$ cat config.mk
export PLATFORM = sky130hd
export DESIGN_NAME = gray_conv_arbiter
export DESIGN_NICKNAME = d
export VERILOG_FILES = /design/src/rtl/gray_conv_arbiter_pkg.sv /design/src/rtl/gray_conv_arbiter_bin2gray.sv /design/src/rtl/gray_conv_arbiter.sv
export SDC_FILE = /design/constraint.sdc
export NUM_CORES = 1
export LEC_CHECK = 0
export BUFFER_PORTS_ARGS = -buffer_cell sky130_fd_sc_hd__clkbuf_2
export CAP_MARGIN = 20
export CORE_MARGIN = 10
export CORE_UTILIZATION = 40
export CTS_CLUSTER_DIAMETER = 80
export CTS_CLUSTER_SIZE = 8
export DETAILED_ROUTE_END_ITERATION = 8
export PLACE_DENSITY = 0.71
export SLEW_MARGIN = 20
export SYNTH_ARGS = -nofsm -noshare
export SYNTH_HDL_FRONTEND = slang
export SYNTH_SLANG_ARGS = --single-unit
$ cat constraint.sdc
create_clock -name clk -period 1.5 [get_ports clk]
set_input_delay 0.3 -clock clk [delete_from_list [all_inputs] [get_ports clk]]
set_output_delay 0.3 -clock clk [all_outputs]
set_load 0.01 [all_outputs]
$ cat src/rtl/gray_conv_arbiter_pkg.sv
// Shared types and helpers for the Gray-converter arbiter.
package gca_pkg;

  typedef enum logic {EMPTY = 1'b0, FULL = 1'b1} gca_state_t;

  localparam int ID_W = 1;

  // Reference conversion on a 64-bit container. The caller truncates to its
  // width; zero-extension keeps the top bit of a narrower word unchanged.
  function automatic logic [63:0] bin2gray(input logic [63:0] b);
    return b ^ (b >> 1);
  endfunction

endpackage

$ cat src/rtl/gray_conv_arbiter_bin2gray.sv
// Purely combinational W-bit binary-to-Gray converter.
module bin2gray_w #(
  parameter int W = 8
) (
  input  logic [W-1:0] bin,
  output logic [W-1:0] gray
);

  // The MSB passes through. Every lower bit is the XOR of adjacent bits.
  always_comb begin
    gray[W-1] = bin[W-1];
    for (int k = 0; k < W - 1; k++) gray[k] = bin[k+1] ^ bin[k];
  end

endmodule

$ cat src/rtl/gray_conv_arbiter.sv
// Two-requester round-robin arbiter in front of a single binary-to-Gray
// converter, with one registered valid/ready output stage.
// Optional per-requester accept counters when GCA_STATS_EN is defined.
module gray_conv_arbiter
  import gca_pkg::*;
#(
  parameter int W     = 8,
  parameter int CNT_W = 16
) (
  input  logic            clk,
  input  logic            rst_n,
  input  logic            req0_valid,
  input  logic [W-1:0]    req0_data,
  output logic            req0_ready,
  input  logic            req1_valid,
  input  logic [W-1:0]    req1_data,
  output logic            req1_ready,
  output logic            out_valid,
  input  logic            out_ready,
  output logic [W-1:0]    out_gray,
  output logic [ID_W-1:0] out_id
`ifdef GCA_STATS_EN
  ,
  output logic [CNT_W-1:0] stat0_cnt,
  output logic [CNT_W-1:0] stat1_cnt
`endif
);

  // Elaboration-time parameter sanity checks.
  if (W < 2) begin : g_w_chk
    $error("gray_conv_arbiter: W must be >= 2");
  end
  if (CNT_W < 1) begin : g_cnt_w_chk
    $error("gray_conv_arbiter: CNT_W must be >= 1");
  end

  gca_state_t     state_q, state_d;
  logic [ID_W-1:0] last_grant;
  logic [ID_W-1:0] grant;
  logic           can_accept;
  logic           accept;
  logic [W-1:0]   mux_bin;
  logic [W-1:0]   mux_gray;

  // Round-robin pick. On a tie, the requester that did not win last time wins.
  always_comb begin
    grant = '0;
    if (req0_valid && !req1_valid)      grant = 1'b0;
    else if (req1_valid && !req0_valid) grant = 1'b1;
    else if (req0_valid && req1_valid)  grant = ~last_grant;
  end

  // Ready is gated by rst_n so nothing is accepted while reset is held.
  always_comb begin
    can_accept = (state_q == EMPTY) || out_ready;
    req0_ready = rst_n && can_accept && req0_valid && (grant == 1'b0);
    req1_ready = rst_n && can_accept && req1_valid && (grant == 1'b1);
    accept     = req0_ready || req1_ready;
    mux_bin    = grant[0] ? req1_data : req0_data;
  end

  bin2gray_w #(.W(W)) u_conv (
    .bin  (mux_bin),
    .gray (mux_gray)
  );

  // Output-stage occupancy. FULL holds until the consumer drains it, unless
  // a new word is accepted in the same cycle.
  always_comb begin
    state_d = state_q;
    case (state_q)
      EMPTY:   if (accept) state_d = FULL;
      FULL:    if (out_ready && !accept) state_d = EMPTY;
      default: state_d = EMPTY;
    endcase
  end

  // State register.
  always_ff @(posedge clk or negedge rst_n) begin
    if (!rst_n) state_q <= EMPTY;
    else        state_q <= state_d;
  end

  // Output register and arbitration history. Both update only on accept.
  always_ff @(posedge clk or negedge rst_n) begin
    if (!rst_n) begin
      out_gray   <= '0;
      out_id     <= '0;
      last_grant <= 1'b1;
    end else if (accept) begin
      out_gray   <= mux_gray;
      out_id     <= grant;
      last_grant <= grant;
    end
  end

  assign out_valid = (state_q == FULL);

`ifdef GCA_STATS_EN
  // Per-requester accept counters. They wrap naturally at 2^CNT_W.
  always_ff @(posedge clk or negedge rst_n) begin
    if (!rst_n) begin
      stat0_cnt <= '0;
      stat1_cnt <= '0;
    end else begin
      if (req0_ready) stat0_cnt <= stat0_cnt + 1'b1;
      if (req1_ready) stat1_cnt <= stat1_cnt + 1'b1;
    end
  end
`endif

endmodule

==> results.yml <==
run_status:
  outcome: "finished, final reports clean"
setup_path:
  worstSetupPathType: "register to output port"
  critPathMaxFanout: 3
  r2r-start: "last_grant"
  cp.arrival_ns: 1.18
  cp_data_required_time_ns: 1.20
  r2r_slack_ns: 0.05
  reg2reg_depth: 4
  endpoint_kind: "output port"
  critPathLaunchType: "register"
  r2r_end: "out_gray[7]"
cts:
  clk_root_buffer_cell: "clkbuf_4"
  holdBufCountCts: 0
  cts_made_buffers: 3
  clkTransAtPathRegs_ns: 0.07
  cts_sinks: 11
  cts_tree: "built"
  htreeDepth: 1
  clk_path_buf_depth: 2
  clk_latency_ns: 0.26
synth:
  yosysTopAreaCell: "dfrtp_1"
  ys_seq_area_share_pct: 42.0
  ys_ff_latch: 11
  synth-edff-count: 0
  synth_top_area_share_pct: 38.0
  async_flop_share_pct: 100
  synthesis.nets: 74
  yosysWarnings: 0
  synth_flop_cell: "dfrtp_1"
  netlist_area_um2: 658
  ys_types: 16
  avgSynthCellArea_um2: 12.4
  netlist_instances: 53
  yosys-top-cells-area: "dfrtp_1 (38%), xnor2_1 (19%), mux2_2 (14%), mux2i_1 (11%), dfstp_2 (4.0%)"
die:
  die_x_um: 60.6
  core-area_um2: 1520
  ios: 33
  floorplan.initialDensity_pct: 43.2
  die_area_um2: 3670
  fp.dieH_um: 60.6
  rows: 14
final_layout:
  final_cells: 112
  drive_above_1_share_pct: 58.3
  final_nets: 118
  num-fill-cells: 139
  area_growth_pct: 41.1
  n_antenna_cell: 0
route:
  routed_wl_um: 1520
  first_pass_iters: 2
  ant_nets: 0
  via_per_inst: 4.71
  dr.first_iter.drc_count: 2
  wl_per_cell_um: 13.6
  route.detailed.drc: 0
  via_count: 527
power:
  ir_drop_v: 0.000547
  power.density_nw_per_um2: 1070
  p_leak_uw: 0.000467
  finalPower_uw: 990
global_routing:
  antenna_found_initial: 0
  grt_pass1_vias: 575
  grt_usage_pct: 8.58
  grt_overflow: 0
  grt_pass1_wl_um: 2490
  grt_max_degree: 12
sta:
  rsz0062_at_grt: "true"
  slew_headroom_pct: 90.3
  skew_ns: 0.00341
  worstMarginPinSlew_ns: 0.142
  min_period_ns: 1.48
  setup_viol: 0
  max_freq_ghz: 0.678
  finalMaxSlewViolations: 0
  period_share_pct: 98.4
  hold_viol_final: 0
place:
  hpwlAfterDp_um: 1290
  dp_cells: 105
  io_buffers: 32
  gp_congestion: 0.771
flow_run:
  cap_violations: 0
hold_path:
  hold_path_class: "input port to asynchronous set/reset pin"
==> flip-flops by register name, summed over array words and instances, names as in the netlist <==
name,cells
last_grant,1
out_gray,8
out_id,1
out_valid,1
==> what timing repair did <==
item | CTS | global route
endpoints found under the setup margin | 1 | 2
gates resized for setup | 1 | 2
buffers inserted | 3 | 0
pin swaps | 1 | 0
==> routing by layer <==
layer  global-route usage, %  part of all wire, %  up-vias
li1                        -                    -      270
met5                       0                    0        -
met1                    9.96                   44      232
met2                    13.4                   43       23
met3                    3.76                   11        2
met4                    3.76                  1.8        0
==> worst max path at each step <==
stage	startpoint	to	slack, ns	depth (start not counted)
2_1_floorplan	last_grant	req0_ready	0.14	3
3_3_place_gp	last_grant	out_gray[7]	0.13	3
3_5_place_dp	last_grant	out_gray[7]	0.09	3
4_1_cts	last_grant	req0_ready	0.009	3
5_1_grt	last_grant	req0_ready	-0.04	3
6_report	last_grant	req0_ready	0.02	3
==> critical path, cell delays in order (launching register included) <==
cell	delay, ns
dfstp_2	0.54
a21bo_4	0.12
nor2b_1	0.12
buf_2	0.14
==> cells in the final DEF (no fill, tap or decap), types with 2 or more instances in the layout <==
cell | Yosys | layout
clkbuf_2 | 0 | 31
mux2_2 | 8 | 8
clkbuf_4 | 0 | 3
mux2i_1 | 7 | 7
dfrtp_1 | 10 | 10
o2bb2ai_1 | 2 | 2
buf_4 | 1 | 8
nand2_1 | 2 | 2
xnor2_1 | 14 | 14
==> metrics by stage <==
stage / instance area [µm²] / setup TNS [ns] / hold WS (ns) / utilization, % / setup slack [ns]
3_3_place_gp: 868 / 0 / 0.289 / 57.0 / 0.132
3_5_place_dp: 868 / 0 / 0.297 / 57.0 / 0.0886
5_1_grt: 928 / -0.0634 / 0.0342 / 60.9 / -0.0367
6_report: 928 / 0 / 0.0243 / 60.9 / 0.0242
4_1_cts: 923 / 0 / 0.0185 / 60.6 / 0.00861
2_1_floorplan: 658 / 0 / 0.00441 / - / 0.145
==> layout make-up <==
class / instances / area (µm²) / area share, %
clock buffers: 4 / 26.3 / 2.83
multi-input cells: 41 / 385 / 41.5
flip-flops and latches: 11 / 277 / 29.8
well taps: 16 / 20.0 / 2.16
repair buffers: 40 / 220 / 23.7
==> where the power goes <==
group | total (µW) | switching (µW) | internal (µW)
clock network | 196 | 93.4 | 102
registers | 416 | 38.3 | 378
logic | 378 | 165 | 213
total | 990 | 297 | 694
==> logic make-up after synthesis <==
| group | count (synthesis) | synth area share [%] |
|---|---|---|
| muxes | 16 | 26.6 |
| xor gates and xnor gates | 14 | 18.6 |
| AOI/OAI and AO/OA | 4 | 6.08 |
| buffers and inverters | 1 | 1.14 |
| DFF | 11 | 42.0 |
| and+or+nand+nor | 7 | 5.51 |
==> synthesized netlist by cell type (2+ instances only) <==
| cell type | instances |
|---|---|
| mux2i_1 | 7 |
| o2bb2ai_1 | 2 |
| dfrtp_1 | 10 |
| xnor2_1 | 14 |
| nand2_1 | 2 |
| mux2_2 | 8 |
No activity file was read; power rests on OpenSTA's default activity.
